File: config.mk
export PLATFORM = sky130hd
export DESIGN_NAME = four_digit_led_driver
export DESIGN_NICKNAME = d
export VERILOG_FILES = /design/src/rtl/four_digit_led_driver.sv
export SDC_FILE = /design/constraint.sdc
export NUM_CORES = 1
export LEC_CHECK = 0
export BUFFER_PORTS_ARGS = -buffer_cell sky130_fd_sc_hd__buf_2
export CORE_MARGIN = 2
export CORE_UTILIZATION = 60
export CTS_CLUSTER_SIZE = 25
export DETAILED_ROUTE_END_ITERATION = 8
export PLACE_DENSITY = 0.93
export SYNTH_ARGS = -nofsm -noshare
export SYNTH_HDL_FRONTEND = slang
export SYNTH_SLANG_ARGS = --single-unit
export TNS_END_PERCENT = 1
File: constraint.sdc
create_clock -name clk -period 5.1 [get_ports clk]
set_input_delay 0.51 -clock clk [delete_from_list [all_inputs] [get_ports clk]]
set_output_delay 0.51 -clock clk [all_outputs]
set_load 0.01 [all_outputs]
File: src/rtl/four_digit_led_driver.sv
// Time-multiplexed scan driver for a four-digit common-anode seven-segment display.
// Holds a double-buffered message so that a new message only takes effect at a frame boundary.
module four_digit_led_driver #(
    parameter int DIGIT_CYCLES = 16000,
    parameter int BLANK_CYCLES = 2000
) (
    input  logic        clk,
    input  logic        reset,
    input  logic [15:0] msg,
    input  logic        load,
    output logic [3:0]  an,
    output logic [3:0]  char
);

    localparam int CW = (DIGIT_CYCLES > 1) ? $clog2(DIGIT_CYCLES) : 1;
    localparam logic [CW-1:0] LAST_CNT  = CW'(DIGIT_CYCLES - 1);
    localparam logic [CW-1:0] BLANK_CNT = CW'(BLANK_CYCLES);
    localparam logic [15:0]   ALL_SPACE = 16'hCCCC;

    logic [CW-1:0] cnt;
    logic [1:0]    slot;
    logic [15:0]   pending;
    logic [15:0]   display;

    logic slot_end;
    logic frame_end;

    assign slot_end  = (cnt == LAST_CNT);
    // Slot 0 is scanned last, so its final cycle closes the frame.
    assign frame_end = slot_end && (slot == 2'd0);

    // NOTE: every register here uses <= so all updates see the pre-edge values of cnt/slot/pending.
    always_ff @(posedge clk) begin
        if (reset) begin
            cnt     <= '0;
            slot    <= 2'd3;
            pending <= ALL_SPACE;
            display <= ALL_SPACE;
        end else begin
            if (slot_end) begin
                cnt  <= '0;
                slot <= slot - 2'd1;
            end else begin
                cnt <= cnt + CW'(1);
            end

            if (load) begin
                pending <= msg;
            end

            // A load on the commit edge bypasses pending so it lands in the very next frame.
            if (frame_end) begin
                display <= load ? msg : pending;
            end
        end
    end

    always_comb begin
        case (slot)
            2'd3:    char = display[15:12];
            2'd2:    char = display[11:8];
            2'd1:    char = display[7:4];
            default: char = display[3:0];
        endcase
    end

    // NOTE: the default assignment before the conditional keeps this purely combinational (no latch).
    always_comb begin
        an = 4'b1111;
        if (cnt >= BLANK_CNT) begin
            an[slot] = 1'b0;
        end
    end

endmodule
Word-level counts from Yosys, hierarchy flattened
Index checks and enable logic that the tools add are counted.

Bits in registers: 48. Input bits: 19.

Mux-type cells: 5. Order comparisons: 3. Bitwise gates (word level): 1. Reduce and logical (&&, ||, !) cells: 4. $add $sub $neg: 2. Eq/ne operators: 4.

Operators by type and width (number): $mux W16 (1); $add A14 B1 Y14 const B (1); $eq A14 B14 Y1 const B (1); $ge A14 B11 Y1 const B (1); $pmux W4 S3 (1); $eq A2 B2 Y1 const B (2); $mux W4 (1); $not A4 Y4 (1); $lt A2 B3 Y1 const B (1); $demux W1 S2 (1); $eq A2 B1 Y1 const B (1); $ge A2 B1 Y1 const B (1); $logic_and A1 B1 Y1 (2); $logic_not A2 Y1 (1); $reduce_or A2 Y1 (1); $sub A2 B1 Y2 const B (1); $mux W1 (1).

Depth between registers and ports, before layout
Gate-level depths: netlist of run 1.

Word-level depth: 6. Mapped depth: 7. Mapped depth without buffers: 5.

Least setup slack after synthesis of run 1
Ideal clock, no wire load.

Path kind: flip-flop to flip-flop. Start point: reg cnt[0]. End point: reg display[12]. Data arrival time: 2.023 ns. Period minus slack after synthesis: 2.144 ns. Slack: 2.956 ns. Cell stages (with the launch flop): 8. Path buffers: 2. Data required time: 4.979 ns. Cell sequence: dfxtp_1 > ha_1 > inv_1 > or4_4 > or2_1 > buf_6 > buf_6 > mux2_4.

Cells in the longest elaborated chain, start to end: 2.

Ends and longest elaborated chain: start: declaration (RTL line 20) `logic [CW-1:0] cnt;`; start signal: assignment (RTL line 44) `cnt <= cnt + CW'(1);`; $eq A14 B14 Y1 (RTL line 28) `assign slot_end = (cnt == LAST_CNT);`; $logic_and A1 B1 Y1 (RTL line 30) `assign frame_end = slot_end && (slot == 2'd0);`; end signal: assignment (RTL line 53) `display <= load ? msg : pending;`; end: declaration (RTL line 23) `logic [15:0] display;`.

Every way passes these cells. A chain may end at the register's enable or synchronous reset.

Final worst setup path of run 1
Same ends and word-level chain as after synthesis.

==> reports/qor.csv, run 1 <==
metric,value,unit
cts_root_buf,clkbuf_4,
synthCells,217,
io-pin-count,27,
grtUsageTotal,21.8,%
r2r-end,display[12]$_SDFFE_PP0P_,
cts_hold_buf,0,
synth.net_count,242,
synth_top_area_share,46.8,%
core_area,3310,sq um
critPathTopFamily,simple AND/OR/NAND/NOR gates,
drv_cap,0,
synthTopCellsByArea,"dfxtp_1 47%, nor2_1 6.8%, mux2i_1 4.9%",
required,5.37,ns
final.setup_skew,0.0156,ns
grt_max_degree,38,
gr-total-overflow,0,
nFillCells,281,
place_congestion,0.849,
finalCoreUtilization,68.6,%
routedWlPerCell,13.3,microns
p_leak,0.934,nW
ir_drop,205,uV
num_rows,21,
synthFlopType,dfxtp_1,
critPathArrivalTime,2.70,ns
ys_async_sr_fraction,0,%
whs,0.379,ns
drt_first_pass_iters,5,
start_util,62.1,%
yosys-top-cells-count,"48 x dfxtp_1, 37 x nor2_1, 14 x nor2b_1",
rsz0062_at_grt,false,
status,finished clean,
crit_path_top_delay_cell,or4_4,
critPathMaxStageDelay,0.63,ns
holdPathStages,2,
dpl.hpwl,2620,microns
cts_max_path_buffers,2,
crit_fanout,16,
die-area,3910,sq um
cts_sinks,48,
grt_pass1_wl,6670,microns
critPathLaunchType,flop,
die_h,62.5,microns
min_from,msg[14],
cts_tree,built,
finalWirelength,3820,microns
power_density,287,nW/um^2
r2r_cells,5,
ys.warnings.count,0,
stdcell_count,286,
worstSetupEndpointType,flop,
synthToLayoutAreaGrowth,10.5,%
r2r_slack,2.67,ns
tns,0,ns
yosysSeqAreaShare,46.8,%
crit_type,reg -> reg,
synth.distinct_cells,29,
synth.avg_cell_area,9.47,sq um
n_antenna_cell,0,
via_per_inst,5.39,
cp-endpoint,display[12]$_SDFFE_PP0P_,
cts_buffers,5,
synth-edff-count,0,
yosys_register_bits,48,
fin_crit,2.43,ns
path_cells,ha_1 > inv_1 > or4_4 > or2_1 > mux2_4,
finalMaxSlewViolations,0,
synth_most_common_cell,dfxtp_1,
worstSkewPairLatency,0.36,ns
min_period_over_period,47.6,%
grt_pass1_vias,1479,
antenna_found_initial,0,
hold_violations,0,
port_buffers,26,
dr.first_iter.drc_count,102,
clk_pin_slew,0.14,ns
ctsResizeCount,0,
synth_top_area_cell,dfxtp_1,
path_depth,5,
synth_area,2050,sq um
max-slew-margin-rel,56.3,%
die_x,62.5,microns
dp_cells,278,
drive_gt1_share,18.3,%
routed-via-count,1541,
hp-class,in -> reg,
nets,264,
cp-startpoint,cnt[0]$_SDFF_PP0_,
htreeDepth,2,
crit_buf_inv,1,
finalSetupViolCount,0,
max_freq,412,MHz
reg2reg_from,cnt[0]$_SDFF_PP0_,
cts_setup_buffers,0,
drc,0,
ant_nets,0,
worst-slew-pin-transition,0.656,ns
-- worst min-delay path by stage --
stage                                     to  slack [ns]
detailed placement  display[14]$_SDFFE_PP1P_        0.50
CTS                   pending[14]$_SDFF_PP1_        0.37
floorplan                  cnt[0]$_SDFF_PP0_        0.45
global route          pending[14]$_SDFF_PP1_        0.36
finish                pending[14]$_SDFF_PP1_        0.38
global placement           cnt[0]$_SDFF_PP0_        0.47
-- stage by stage --
step                worst slack [ns]  power [W]  instance area [sq um]
detailed placement              2.69   0.000435                   2190
global placement                2.76   0.000433                   2190
finish                          2.67   0.000652                   2270
floorplan                       2.96   0.000422                   2050
global route                    2.53   0.000681                   2270
CTS                             2.69   0.000657                   2270
-- registers in the layout (all words and copies together), names as in the netlist --
name	flops
slot	2
display	16
cnt	14
pending	16
-- power by group --
part | switching (W) | internal [W] | leakage [nW] | total (W)
Clock | 0.000121 | 0.000105 | 0.0418 | 0.000226
Combinational | 0.0000203 | 0.0000164 | 0.501 | 0.0000367
Sequential | 0.00000441 | 0.000385 | 0.392 | 0.000389
-- final cells by class --
type / count / area, sq um / share of cell area [%]
multi-input combinational: 149 / 1000 / 44.2
tap: 46 / 57.6 / 2.54
timing repair buffer: 26 / 130 / 5.73
inverter: 9 / 33.8 / 1.49
sequential: 48 / 961 / 42.3
clock inverter: 3 / 46.3 / 2.04
clock buffer: 5 / 37.5 / 1.65
-- cells by family (layout without fill, tap and decap cells) --
family	after synthesis	count (layout)	share of synthesized area [%]
fa+ha+maj	6	6	3.65
flops	48	48	46.8
mux	18	18	9.62
simple gates	88	88	21.4
compound gates	24	24	8.59
xor+xnor	13	13	5.54
buf+inv	20	43	4.39
-- routing by layer --
metal | GRT usage, % | share of wire, % | up-vias
met4 | 8.61 | 1.4 | 0
met5 | 0 | 0 | -
met2 | 33.7 | 46 | 37
li1 | - | - | 789
met1 | 28.7 | 48 | 710
met3 | 6.31 | 4.3 | 5
-- worst register-to-register path: stages, from the launching register on --
cell	delay, ns
dfxtp_1	0.43
ha_1	0.31
inv_1	0.09
or4_4	0.63
or2_1	0.50
mux2_4	0.39
-- placed cells by master, fill, tap and decap left out, types with 2 or more instances in the layout --
master,n
buf_2,26
nor3_1,10
nand3_1,5
mux2_4,2
nand4_1,4
nand2_1,7
inv_1,9
mux2i_1,10
nor2b_1,14
nand2b_1,2
xnor2_1,7
mux2_2,6
xor2_1,6
a21oi_1,10
a211o_1,9
ha_1,6
nor4_1,3
clkbuf_4,5
dfxtp_1,48
a222oi_1,4
nor2_1,37
Power figures use the tool's default switching activity.
==> run 2, diff against run 1 <==
--- a/config.mk
+++ b/config.mk
@@ -5,12 +5,13 @@
 export SDC_FILE = /design/constraint.sdc
 export NUM_CORES = 1
 export LEC_CHECK = 0
+export ABC_AREA = 1
 export BUFFER_PORTS_ARGS = -buffer_cell sky130_fd_sc_hd__buf_2
 export CORE_MARGIN = 2
-export CORE_UTILIZATION = 60
+export CORE_UTILIZATION = 57
 export CTS_CLUSTER_SIZE = 25
 export DETAILED_ROUTE_END_ITERATION = 8
-export PLACE_DENSITY = 0.93
+export PLACE_DENSITY = 0.89
 export SYNTH_ARGS = -nofsm -noshare
 export SYNTH_HDL_FRONTEND = slang
 export SYNTH_SLANG_ARGS = --single-unit
==> constraint.sdc (replaced) <==
create_clock -name clk -period 2.5 [get_ports clk]
set_input_delay 0.25 -clock clk [delete_from_list [all_inputs] [get_ports clk]]
set_output_delay 0.25 -clock clk [all_outputs]
set_load 0.01 [all_outputs]
==> reports/qor.csv, run 2 <==
metric,value,unit,change
status,finished clean,,
crit_fanout,6,,-10
drv_cap,0,,unchanged
clkPwrFrac,38.5,%,+3.8 points
nets,352,,+33%
yosys_register_bits,48,,unchanged
synth-edff-count,0,,unchanged
cts_tree,built,,
die_x,66.1,microns,+5.7%
start_util,59.5,%,-2.6 points
final_common_cell,nand2_1,,
io-pin-count,27,,unchanged
synth.net_count,328,,+36%
pwr-share-comb,6.0,%,+0.4 points
antenna_found_initial,0,,unchanged
cts_root_buf,clkbuf_8,,
final.setup.worst_slack,0.451,ns,-2.22 ns
routedWlPerCell,12.3,microns,-7.5%
synth_most_common_cell,nand2_1,,
fin_crit,2.05,ns,
yosysSeqAreaShare,43.8,%,-3.0 points
min_period_over_period,82.0,%,
ir_drop,515,uV,+150%
ant_nets,0,,unchanged
ctsResizeCount,0,,unchanged
clk_pin_slew,0.08,ns,-0.06 ns
drc,0,,unchanged
p_leak,1.08,nW,+16%
seqCellArea,961,sq um,unchanged
cts_max_path_buffers,2,,unchanged
hold_violations,0,,unchanged
pre_cts_slack,0.645,ns,-2.04 ns
worstSetupEndpointType,output port,,
ys.warnings.count,0,,unchanged
finalMaxSlewViolations,0,,unchanged
nFillCells,306,,+8.9%
finalSetupViolCount,0,,unchanged
htreeDepth,2,,unchanged
swShare,22.2,%,-0.15 points
worstSkewPairLatency,0.30,ns,-0.06 ns
via_per_inst,5.33,,-1.1%
hp-class,in -> reg,,
yosys-top-cells-count,"82 x nand2_1, 48 x dfxtp_1, 42 x nor2_1",,
final.setup_skew,0.00635,ns,-0.00925 ns
dpl.hpwl,3280,microns,+25%
synth_top_area_cell,dfxtp_1,,
die-area,4360,sq um,+12%
gr-total-overflow,0,,unchanged
port_buffers,26,,unchanged
layout_common_cells,"82 x nand2_1, 48 x dfxtp_1, 42 x nor2_1",,
crit_type,reg -> out,,
cts_sinks,48,,unchanged
ys_async_sr_fraction,0,%,unchanged
finalWirelength,4640,microns,+22%
rsz0062_at_grt,false,,
grt_pass1_wl,8050,microns,+21%
critPathArrivalTime,1.80,ns,-0.90 ns
dr_wl_met3,273,microns,+65%
max-slew-margin-rel,64.4,%,+8.1 points
core_area,3690,sq um,+11%
reg.largest.list,"display x16, pending x16, cnt x14",,
worst-slew-pin-transition,0.532,ns,-0.123 ns
synthTopCellsByArea,"dfxtp_1 44%, nand2_1 14%, nor2_1 7.2%",,
crit_top_cell,nand2_1,,
max_freq,488,MHz,
num_rows,22,,+4.8%
wl_met2,2000,microns,+13%
place_congestion,0.852,,+0.44%
critPathMaxStageDelay,0.42,ns,-0.21 ns
power_density,583,nW/um^2,+100%
grt_pass1_vias,1831,,+24%
path_cells,nand2_1 > inv_2 > o21ai_0 > o31ai_2 > nand2_1 > buf_2,,
required,2.25,ns,-3.12 ns
grtUsageTotal,24.0,%,+2.2 points
synth.distinct_cells,26,,-10%
n_antenna_cell,0,,unchanged
seqPwrFrac,55.5,%,-4.2 points
multiInputGateArea,1070,sq um,+7.0%
synthToLayoutAreaGrowth,11.7,%,
synthCells,303,,+40%
grt_max_degree,26,,-32%
p_sw,0.000318,W,+120%
met1_length,2310,microns,+26%
crit_path_top_delay_cell,dfxtp_1,,
cts_buffers,5,,unchanged
routed.top_layer,met4,,
synth_top_area_share,43.8,%,-3.0 points
dr.first_iter.drc_count,175,,+72%
cts_hold_buf,0,,unchanged
synthFlopType,dfxtp_1,,
drt_first_pass_iters,5,,unchanged
routed-via-count,2004,,+30%
synth_area,2190,sq um,+6.8%
die_h,66.1,microns,+5.7%
tns,0,ns,unchanged
cts_setup_buffers,0,,unchanged
drive_gt1_share,14.3,%,-4.0 points
p_int,0.00111,W,+120%
critPathLaunchType,flop,,
synth.avg_cell_area,7.24,sq um,-23%
[run 2: cell count changes in the layout (fill, tap and decap cells not counted), sizes merged, moves of 13 or more]
cell   before  now
inv        10   26
nand2       7   83
nand3       5   24
nand4       5   19
nor2b      14    0
o21ai       0   13
[run 2: cells by family (layout without fill, tap and decap cells)]
kind of cell / count (synthesis) / count (layout) / synth area share (%)
adder cells (fa/ha/maj): 6 / 6 / 3.42
XOR/XNOR: 3 / 3 / 1.20
buffers and inverters: 38 / 63 / 7.30
AND/OR/NAND/NOR: 179 / 179 / 37.1
flip-flops: 48 / 48 / 43.8
AO/OA/AOI/OAI: 29 / 29 / 7.18
[run 2: area by class of cell]
class                   count  area share [%]
clock buffers               5            2.81
inverters                  27            4.13
flip-flops and latches     48            39.2
well taps                  48            2.45
clock inverters             3            1.73
multi-input cells         217            43.8
repair buffers             28            5.92
[run 2: routing by layer]
layer  vias up  GRT usage (%)
met3         9           3.92
met1       892           35.5
met2        73           34.0
li1       1030              -
met5         -              0
met4         0           11.0
[run 2: path summary, 6_finish.rpt]
check	from	to	slack, ns	depth (start not counted)
max	cnt[6]$_SDFF_PP0_	an[0]	0.45	6
min	msg[14]	pending[14]$_SDFF_PP1_	0.17	3
max reg2reg	cnt[0]$_SDFF_PP0_	cnt[6]$_SDFF_PP0_	0.63	6
min reg2reg	pending[14]$_SDFF_PP1_	pending[14]$_SDFF_PP1_	0.46	2
[run 2: per-stage QoR]
step / total power, W / cells / utilization, % / area (sq um) / hold WS, ns
5_1_grt: 0.00148 / 376 / 66.5 / 2450 / 0.189
4_1_cts: 0.00144 / 376 / 66.5 / 2450 / 0.170
6_report: 0.00143 / 376 / 66.5 / 2450 / 0.172
3_3_place_gp: 0.000892 / 368 / 63.5 / 2340 / 0.432
2_1_floorplan: 0.000867 / 303 / - / 2190 / 0.390
3_5_place_dp: 0.000897 / 368 / 63.5 / 2340 / 0.440
[run 2: power groups by stage]
stage	clock network [W]	logic, W	registers (W)
6_report	0.000550	0.0000860	0.000794
5_1_grt	0.000589	0.0000985	0.000796
2_1_floorplan	0	0.0000573	0.000809
4_1_cts	0.000558	0.0000857	0.000794
3_5_place_dp	0	0.0000849	0.000812
3_3_place_gp	0	0.0000817	0.000810
[run 2: critical path, delay by kind of cell (launching register included)]
kind / cells / cell delay [ns]
buffers and inverters: 2 / 0.29
and+or+nand+nor: 2 / 0.28
AOI/OAI and AO/OA: 2 / 0.50
DFF: 1 / 0.42
